**config.mk**
```make
export PLATFORM = sky130hd
export DESIGN_NAME = regfile_wport_arbiter
export DESIGN_NICKNAME = d
export VERILOG_FILES = /design/src/rtl/regfile_pkg.sv /design/src/rtl/rr_arbiter2.sv /design/src/rtl/regfile_wport_arbiter.sv
export SDC_FILE = /design/constraint.sdc
export NUM_CORES = 1
export LEC_CHECK = 0
export ABC_AREA = 1
export CORE_ASPECT_RATIO = 0.7
export CORE_MARGIN = 1
export CORE_UTILIZATION = 33
export CTS_CLUSTER_SIZE = 25
export DETAILED_ROUTE_END_ITERATION = 10
export PLACE_DENSITY = 0.77
export RECOVER_POWER = 100
export SYNTH_ARGS = -nofsm -noshare
export SYNTH_HDL_FRONTEND = slang
export SYNTH_SLANG_ARGS = --single-unit
```
**constraint.sdc**
```tcl
create_clock -name clk -period 1.2 [get_ports clk]
set_input_delay 0.24 -clock clk [delete_from_list [all_inputs] [get_ports clk]]
set_output_delay 0.24 -clock clk [all_outputs]
set_load 0.1 [all_outputs]
```
**src/rtl/regfile_pkg.sv**
```systemverilog
// Shared types and constants for the register-file write-port arbiter.
// Also provides the saturating 16-bit increment used by the optional statistics counters.
package regfile_pkg;

  localparam int REG_AW       = 5;
  localparam int ZERO_REG_IDX = 31;
  localparam int DATA_W       = 64;

  // Encoding of wr_sel: which requester's address/data feeds the register file.
  typedef enum logic {REQ_ALU = 1'b0, REQ_LD = 1'b1} wb_src_e;

  // The grant FSM state is the identity of the most recent winner.
  typedef enum logic {G0_LAST = 1'b0, G1_LAST = 1'b1} grant_state_e;

  typedef struct packed {
    logic [REG_AW-1:0] addr;
    logic [DATA_W-1:0] data;
  } wb_req_t;

  function automatic logic [15:0] sat_inc16(input logic [15:0] val, input logic inc);
    if (inc && (val != 16'hFFFF)) return val + 16'd1;
    return val;
  endfunction

endpackage

```
**src/rtl/rr_arbiter2.sv**
```systemverilog
// Two-requester round-robin arbiter: combinational grant plus the last-winner state flop.
// Grants are suppressed while reset is asserted.
module rr_arbiter2
  import regfile_pkg::*;
(
  input  logic       clk,
  input  logic       reset,
  input  logic [1:0] req_valid,
  output logic [1:0] grant
);

  grant_state_e state_q, state_d;

  always_comb begin
    grant   = 2'b00;
    state_d = state_q;
    if (reset) begin
      // Under contention the requester that did not win last time goes next.
      if (req_valid == 2'b11) grant = (state_q == G1_LAST) ? 2'b01 : 2'b10;
      else                    grant = req_valid;
      if (grant != 2'b00) state_d = grant[1] ? G1_LAST : G0_LAST;
    end
  end

  always_ff @(posedge clk or negedge reset) begin
    if (!reset) state_q <= G1_LAST;
    else        state_q <= state_d;
  end

endmodule

```
**src/rtl/regfile_wport_arbiter.sv**
```systemverilog
// Shares the register-file write port between the ALU (req0) and load unit (req1), one registered stage.
// Optional statistics counters are enabled by defining WPORT_STATS_EN.
module regfile_wport_arbiter
  import regfile_pkg::*;
#(
  parameter int DATA_W   = 64,
  parameter int ZERO_REG = 31
) (
  input  logic              clk,
  input  logic              reset,
  input  logic [1:0]        req_valid,
  input  logic [9:0]        req_addr,
  input  logic [2*DATA_W-1:0] req_data,
  output logic [1:0]        req_ready,
`ifdef WPORT_STATS_EN
  output logic [15:0]       stat_grant0,
  output logic [15:0]       stat_grant1,
  output logic [15:0]       stat_conflict,
`endif
  output logic              wr_en,
  output logic              wr_sel,
  output logic [4:0]        wr_addr,
  output logic [DATA_W-1:0] wr_data
);

  logic [1:0]        grant;
  logic              xfer;
  logic [4:0]        sel_addr;
  logic [DATA_W-1:0] sel_data;

  logic              wr_en_q, wr_en_d;
  wb_src_e           wr_sel_q, wr_sel_d;
  logic [4:0]        wr_addr_q, wr_addr_d;
  logic [DATA_W-1:0] wr_data_q, wr_data_d;

  rr_arbiter2 u_arb (
    .clk       (clk),
    .reset     (reset),
    .req_valid (req_valid),
    .grant     (grant)
  );

  assign req_ready = grant;
  assign xfer      = |grant;
  assign sel_addr  = grant[1] ? req_addr[9:5] : req_addr[4:0];
  assign sel_data  = grant[1] ? req_data[2*DATA_W-1:DATA_W] : req_data[DATA_W-1:0];

  always_comb begin
    wr_en_d   = 1'b0;
    wr_sel_d  = wr_sel_q;
    wr_addr_d = wr_addr_q;
    wr_data_d = wr_data_q;
    if (xfer) begin
      // Writes to the hardwired-zero register are accepted but never reach the array.
      wr_en_d   = (sel_addr != 5'(ZERO_REG));
      wr_sel_d  = grant[1] ? REQ_LD : REQ_ALU;
      wr_addr_d = sel_addr;
      wr_data_d = sel_data;
    end
  end

  always_ff @(posedge clk or negedge reset) begin
    if (!reset) begin
      wr_en_q   <= 1'b0;
      wr_sel_q  <= REQ_ALU;
      wr_addr_q <= '0;
      wr_data_q <= '0;
    end else begin
      wr_en_q   <= wr_en_d;
      wr_sel_q  <= wr_sel_d;
      wr_addr_q <= wr_addr_d;
      wr_data_q <= wr_data_d;
    end
  end

  assign wr_en   = wr_en_q;
  assign wr_sel  = wr_sel_q;
  assign wr_addr = wr_addr_q;
  assign wr_data = wr_data_q;

`ifdef WPORT_STATS_EN
  logic [15:0] stat_grant0_q, stat_grant0_d;
  logic [15:0] stat_grant1_q, stat_grant1_d;
  logic [15:0] stat_conflict_q, stat_conflict_d;

  always_comb begin
    stat_grant0_d   = sat_inc16(stat_grant0_q, grant[0]);
    stat_grant1_d   = sat_inc16(stat_grant1_q, grant[1]);
    stat_conflict_d = sat_inc16(stat_conflict_q, reset && (req_valid == 2'b11));
  end

  always_ff @(posedge clk or negedge reset) begin
    if (!reset) begin
      stat_grant0_q   <= '0;
      stat_grant1_q   <= '0;
      stat_conflict_q <= '0;
    end else begin
      stat_grant0_q   <= stat_grant0_d;
      stat_grant1_q   <= stat_grant1_d;
      stat_conflict_q <= stat_conflict_d;
    end
  end

  assign stat_grant0   = stat_grant0_q;
  assign stat_grant1   = stat_grant1_q;
  assign stat_conflict = stat_conflict_q;
`endif

endmodule

```
==> results of run 1 <==
==> power groups by stage <==
stage	sequential, mW	combinational [mW]	clock, mW
global placement	3.25	5.59	0
detailed placement	3.28	5.65	0
CTS	3.23	5.76	3.19
finish	3.23	6.34	3.18
floorplan	5.64	0.729	0
global route	3.27	6.51	3.30
==> flip-flops by register name (all words and copies together) (netlist names) <==
signal / flops
wr_data: 64
wr_addr: 5
u_arb.state_q: 1
wr_en: 1
wr_sel: 1
==> cells by family (layout without fill, tap and decap cells) <==
logic type / count (synthesis) / count (layout) / synth area share, %
AO/OA/AOI/OAI: 71 / 71 / 20.8
buffers and inverters: 26 / 318 / 5.56
flip-flops: 72 / 72 / 54.9
AND/OR/NAND/NOR: 159 / 159 / 18.8
==> placed cells by master, fill, tap and decap left out, drive strengths merged <==
cell type	instances
nand3	4
dfstp	1
bufinv	3
nor2	135
inv	4
a31oi	5
clkinv	2
dfrtp	71
clkbuf	22
buf	145
clkdlybuf4s50	139
o22ai	64
o21ai	1
dlymetal6s2s	1
clkinvlp	2
a21oi	1
nand2	20
==> final cells by class <==
cell class	instances	area (µm²)	area share, %
multi-input cells	230	1580	20.1
inverters	5	35.0	0.446
clock buffers	11	253	3.22
well taps	128	160	2.04
repair inverters	1	8.76	0.111
flip-flops and latches	72	1810	23.0
clock inverters	5	103	1.31
repair buffers	296	3920	49.8
==> per-stage QoR <==
stage / instance area, µm² / setup TNS, ps / hold slack, ps
2_1_floorplan: 3340 / -35310 / -55.6
3_3_place_gp: 6450 / -26280 / 425
3_5_place_dp: 6450 / -29130 / 427
4_1_cts: 6960 / -17670 / 83.0
5_1_grt: 7860 / -31370 / 391
6_report: 7860 / -21960 / 283
==> worst paths after layout <==
path                                    start      endpoint  slack, ps
min in group clk                 req_data[51]   wr_data[51]        490
worst max register to register  u_arb.state_q   wr_data[61]       -400
worst max-delay path            u_arb.state_q  req_ready[0]       -400
max in group asynchronous               reset   wr_data[16]         30
worst min register to register         wr_sel        wr_sel        590
worst min-delay path                    reset    wr_data[0]        280
==> worst max-delay path, cell delays in order (launching register included) <==
cell                      delay [ps]
sky130_fd_sc_hd__dfstp_2         550
sky130_fd_sc_hd__inv_2            60
sky130_fd_sc_hd__a21oi_4         140
sky130_fd_sc_hd__buf_6           120
sky130_fd_sc_hd__buf_12          160
==> layer usage <==
metal	wire, µm	track usage [%]	vias to the layer above
met5	0	0	-
met2	7560	42.0	183
li1	-	-	1692
met4	455	8.19	0
met3	1120	7.39	38
met1	6240	26.4	1875
==> repair_timing <==
action	4_1_cts	5_1_grt
setup buffers	7	30
gates resized for setup	8	102
pin swaps	2	14
gates cloned	2	17
endpoints found under the setup margin	75	106
==> summary.md, run 1 <==
The flow ran to the end, but the final reports show violations. The final reports fail on negative setup slack. Counting every sink on the clock net gives 72.

By area the synthesized netlist is led by sky130_fd_sc_hd__dfrtp_1, sky130_fd_sc_hd__nor2_1, sky130_fd_sc_hd__o22ai_2. The first global-routing pass estimated 18,300 µm of wire. TritonCTS built the clock tree. Once detailed placement completed, the half-perimeter wirelength came to 8660 µm. After the flow finishes, the layout carries non-filler instances totaling 748. During synthesis, Yosys emitted a total of 0 warnings. The tool flagged a number of max-cap violations equal to 0. After global routing the overflow that remains totals 0.

After detailed routing, the number of vias per cell comes to 5.06. The DRC violation total after the first TritonRoute iteration was 152. The run gives 3290 µm² as the post-synthesis instance area. Yosys mapped a number of flops with a built-in enable equal to 0. Wires add up to 15,400 µm.

Entering global routing, the biggest net connects 50 pins. The area growth from synthesis to layout was 139%; the number of antenna-violating nets in the routed design was 0. The run gives 0 as the number of failing hold endpoints at the final stage. The type of the worst setup path was reg2out.

For the final database, setup skew stands at 4.49 ps. The run gives 9680 µm² as the core region area. For the number of antenna violations at the first check in global routing, the log shows 0. Setup repair after global routing could not meet its margin everywhere.

Measured along the x axis, the die boundary spans 121 µm. The shortest clock period the worst path allows after layout is 1600 ps. The sort of element at the end of the critical path is an output port. Combinational share of power: 49.7%.

For the worst setup path, the data arrival time is 1360 ps. For this run, design rule violations remaining after detail routing come to 0. The starting density of the core came out at 33.9%. Share of the cycle needed by the critical path after routing: 134%. For this design the top-level I/O count stands at 215. The first-pass iteration count of the detailed router came out at 4. The commonest register cell after synthesis is sky130_fd_sc_hd__dfrtp_1. For this run, asynchronously set or reset flops after synthesis account for 100%.

The min-delay analysis places its worst path in the category in2async. Sequential cells account for 25.3% of the total power. For the number of placed instances with taps included, the log shows 676.

Internal power comes to 7.54 mW. The final worst-path setup slack is -402 ps, and the y dimension of the die is 85.5 µm. The weighted congestion at the end of routability-driven global placement is 0.829. Headroom to the max-slew limit came out at 21.2%.

CTS built an H-tree with a depth of 3. Of all nets on the critical path, the largest fanout is 2. STA puts the critical path data required time at 960 ps. The row count was 30; the worst-margin pin slew was 1180 ps.

The tree is rooted in a sky130_fd_sc_hd__clkbuf_16. The number of nets handed over by synthesis was 470. The count of antenna diodes in the layout is 0. Static timing analysis puts the maximum clock frequency at 624 MHz. The biggest area contributor in the post-synthesis netlist is sky130_fd_sc_hd__dfrtp_1. The quantity of hold-fixing buffers added after cts is 0, and the final number of max-transition violations is 0. The clock network is responsible for 24.9% of the overall power. The die covers 10,400 µm². The logs give 54.9% for the sequential element share of the synthesized area and 330 ps for the clock latency at the later pin of the worst-skew pair. By count the netlist is led by sky130_fd_sc_hd__nor2_1, sky130_fd_sc_hd__dfrtp_1, sky130_fd_sc_hd__o22ai_2.

Power spread over the standard cell area amounts to 1620 nW/µm². For the total of endpoints with negative setup slack in the final report, the log shows 75. The worst-case IR drop observed on VDD is 0.000972 V.

For this design the static power due to leakage is 3.33 nW. The post-layout net count came out at 757. Among all cell types in the netlist, the one instantiated most often is sky130_fd_sc_hd__nor2_1. The worst setup path is launched from a register.

The clock passes through at most 2 buffers. The count of buffers added on input and output ports is 214. Of the post-synthesis cell area, the dominant cell type holds 54.1%. Of the total power, the share spent switching nets is 40.9%.

Prior to clock tree synthesis, the placed netlist has a worst setup slack of -441 ps. The logs give 527 for the number of filler cells placed in the layout and 17 for the count of distinct cell types in the synthesized netlist. Number of global-route vias before repair: 3,662. The average wire per cell in the routed design came out at 20.6 µm. The detailed router placed 3,788 vias in this run. The average instance in the mapped netlist occupies 10.0 µm². The clock transition at the register clock pins on the worst setup and hold paths after CTS is 60 ps, and the proportion of layout cells with a drive suffix above 1 is 47.1%. The run gives 328 as the synthesized instance count. For the net switching power figure, the log shows 5.22 mW. The post-synthesis sequential element count works out to 72. The number of buffers added by the clock tree synthesis step is 9. The number of cells on the worst reg-to-reg path is 8. The tools report the fraction of the core area covered by cells at the end of the flow as 81.2%. Sum of internal, switching and leakage power: 12.8 mW. Global routing used 23.5% of the available tracks across all layers.
Power figures use the tool's default switching activity.
==> run 2, diff against run 1 <==
Settings changed: CORE_MARGIN 1 to unset, CORE_UTILIZATION 33 to 30, PLACE_DENSITY 0.77 to 0.71.
==> run 2 against run 1 <==
  * The flow still finishes with violations (negative setup slack)
  * Sequential cell count did not move
  * Via count fell by 7.1%
  * Setup slack improved by 24 ps
  * Cell count rose by 0.67%
  * Die area rose by 9.8%
  * Utilization fell by 13 points
  * Worst hold slack got worse by 120 ps
  * Critical path type unchanged
==> summary.md, run 2 (synthesis gave the netlist of run 1 again) <==
The flow ran to the end, but the final reports show violations. The checks that failed: negative setup slack. After legalization and detailed placement, the total HPWL measured 8470 µm. The largest single stage delay on the critical path is 550 ps.

For the setup clock skew after layout, the log shows 5.45 ps. The tools report the static leakage power as 3.08 nW. The number of antenna diodes in the final layout is 0. Measured against its own limit, the worst slew margin works out to 38.9%.

The die covers 11,400 µm². The shortest clock period the worst path allows after layout is 1580 ps. The number of global-route vias before repair is 3,572, and the power density of the placed cells is 1650 nW/µm². In this run the worst hold path is classified as in2async. The via count came out at 3,518. The slowest stage of the critical path belongs to the cell sky130_fd_sc_hd__dfstp_2. The run gives 330 ps as the clock latency at the later pin of the worst-skew pair. Cells with a size suffix above 1 make up 35.2% of the layout. The number of clock sinks was 72; the met2 layer usage reported by global route was 38.5%. Dividing the detail-routed wire length by the instance count gives 16.7 µm.

At the end of routability-driven placement, the weighted congestion stood at 0.778. The worst register-to-register path has a depth of 8. The number of port buffers was 214; the final number of max-transition violations was 0.

Entering global routing, the biggest net connects 65 pins. For met3 alone, demand over resource in global routing was 7.78%. Static timing analysis puts the maximum clock frequency at 634 MHz.

The logs give -290 ps for the internal reg-to-reg setup slack and -16,410 ps for the summed negative setup slack over all endpoints. The number of failing hold endpoints at the final stage was 0; the worst-margin pin slew was 916 ps. For the arrival time at the worst endpoint, the log shows 1340 ps. Area growth from synthesis to layout: 117%. The aggregate global-route resource usage was 22.2%.

The filler cells instantiated in the layout total 786. The total of endpoints with negative setup slack in the final report was 74; the clock transition at the register clock pins on the worst setup and hold paths after CTS was 60 ps. The number of antenna violations at the first check in global routing came out at 0. STA classifies the critical path endpoint as an output port.

The worst-case IR drop observed on VDD is 0.000911 V. Max-cap violations in this run came to 0. The remaining design rule violation count is 0, and the DRC violation total after the first TritonRoute iteration is 129.

The number of buffers on the longest clock path was 2. The register with the most flip-flops in the layout has 64 of them. For the required time of the critical path, the log shows 960 ps. The top cell types in the final layout, fill and taps aside, are sky130_fd_sc_hd__clkdlybuf4s50_1, sky130_fd_sc_hd__nor2_1, sky130_fd_sc_hd__dfrtp_1. For the sum of routed wire length over all layers, the log shows 12,600 µm.

The run gives -378 ps as the final worst-path setup slack. The row count was 31. Setup repair after global routing could not meet its margin everywhere. TritonCTS built the clock tree. In this run the critical register-to-register path is captured at wr_data[22]. The die extent in x is 127 µm, and the highest fanout seen on the critical path is 2. The run gives 4 as the first-pass iteration count of the detailed router.

In this run the standard cell core region covers 10,500 µm². Library cell used as clock root buffer: sky130_fd_sc_hd__clkbuf_16. The run gives 18,700 µm as the first-pass GRT wire length. Number of antenna-violating nets in the routed design: 0. With fillers left out, the area of the finished cells amounts to 7150 µm². Startpoint class of the critical path: a register. The starting density of the core is 31.3%, and the met1 global-route usage is 26.0%.

In the finished design, the share of the clock period the worst path needs comes to 131%. Leaving out fill and tap cells, the most frequent cell in the layout is sky130_fd_sc_hd__clkdlybuf4s50_1. The critical path goes through nand2_2 -> nand2_4 -> clkinvlp_4 -> buf_12. The boundary pin count was 215.

The clock tree synthesis step divided the H-tree into 3 levels. Measured along the y axis, the die boundary spans 89.6 µm. The logs give 9 for the number of buffers added by the clock tree synthesis step and 742 for the post-layout net count. In the routed layout, each cell is associated on average with a via count of 4.67.

The placed instances occupy a cell area of 6440 µm². The reg-to-reg critical path startpoint was u_arb.state_q. After global routing, the most crowded layer is met2. The type of the worst setup path was reg2out. Global routing finished with a remaining overflow of 0.
run 2: changes by cell type in the layout (fill, tap and decap cells not counted), moves of 4 or more:
| cell | change |
|---|---|
| sky130_fd_sc_hd__nand2_1 | +6 |
| sky130_fd_sc_hd__buf_12 | -37 |
| sky130_fd_sc_hd__nor2_4 | -4 |
| sky130_fd_sc_hd__o22ai_2 | -4 |
| sky130_fd_sc_hd__nor2_1 | +47 |
| sky130_fd_sc_hd__clkbuf_16 | -10 |
| sky130_fd_sc_hd__o22ai_1 | +6 |
| sky130_fd_sc_hd__nor2_2 | -43 |
| sky130_fd_sc_hd__buf_8 | +28 |
run 2: power by group:
part / leakage (nW) / switching, mW / internal, mW
registers: 0.779 / 0.385 / 2.79
clock network: 0.156 / 0.998 / 1.77
logic: 2.15 / 3.56 / 2.26
total: 3.08 / 4.94 / 6.82
run 2: how the worst max path moves through the flow:
| stage | start | endpoint | slack, ps | cells past startpoint |
|---|---|---|---|---|
| after global routing | u_arb.state_q | req_ready[1] | -430 | 4 |
| after CTS | u_arb.state_q | req_ready[1] | -380 | 4 |
| after floorplan | u_arb.state_q | wr_data[0] | -540 | 6 |
| after detailed placement | req_valid[1] | wr_data[4] | -550 | 5 |
| final | u_arb.state_q | req_ready[1] | -380 | 4 |
| after global placement | req_valid[1] | wr_data[63] | -450 | 5 |
run 2: critical path, delay by kind of cell (launching register included):
kind,cells,cell delay (ps)
and+or+nand+nor,2,170
DFF,1,550
buffers and inverters,2,290
run 2: repair_timing:
action	4_1_cts	5_1_grt
hold buffers	0	0
resized for setup	22	5
hold endpoints to repair	0	0
gates cloned	7	0
setup buffers	19	19
pin swaps	6	6
endpoints found under the setup margin	79	99
run 2: metrics by stage:
stage | power, mW | setup slack [ps] | cells | hold slack [ps] | utilization [%]
floorplan | 6.37 | -536 | 328 | -55.6 | -
global placement | 8.82 | -453 | 693 | 351 | 61.3
detailed placement | 8.90 | -553 | 693 | 360 | 61.3
CTS | 11.9 | -378 | 735 | 3.48 | 68.3
global route | 12.2 | -434 | 753 | 243 | 68.0
finish | 11.8 | -378 | 753 | 161 | 68.0
run 2: final cells by class:
| type | instances | area [µm²] | share of cell area (%) |
|---|---|---|---|
| timing repair buffer | 282 | 3470 | 48.6 |
| inverter | 5 | 35.0 | 0.490 |
| sequential | 72 | 1810 | 25.3 |
| tap | 148 | 185 | 2.59 |
| multi-input combinational | 230 | 1340 | 18.7 |
| clock buffer | 13 | 270 | 3.78 |
| clock inverter | 3 | 40.0 | 0.560 |
run 2: metal layers:
metal | part of all wire (%) | wire length (µm)
met4 | 1.5 | 185
met5 | 0 | 0
met1 | 42 | 5300
met2 | 48 | 6050
met3 | 8.3 | 1040
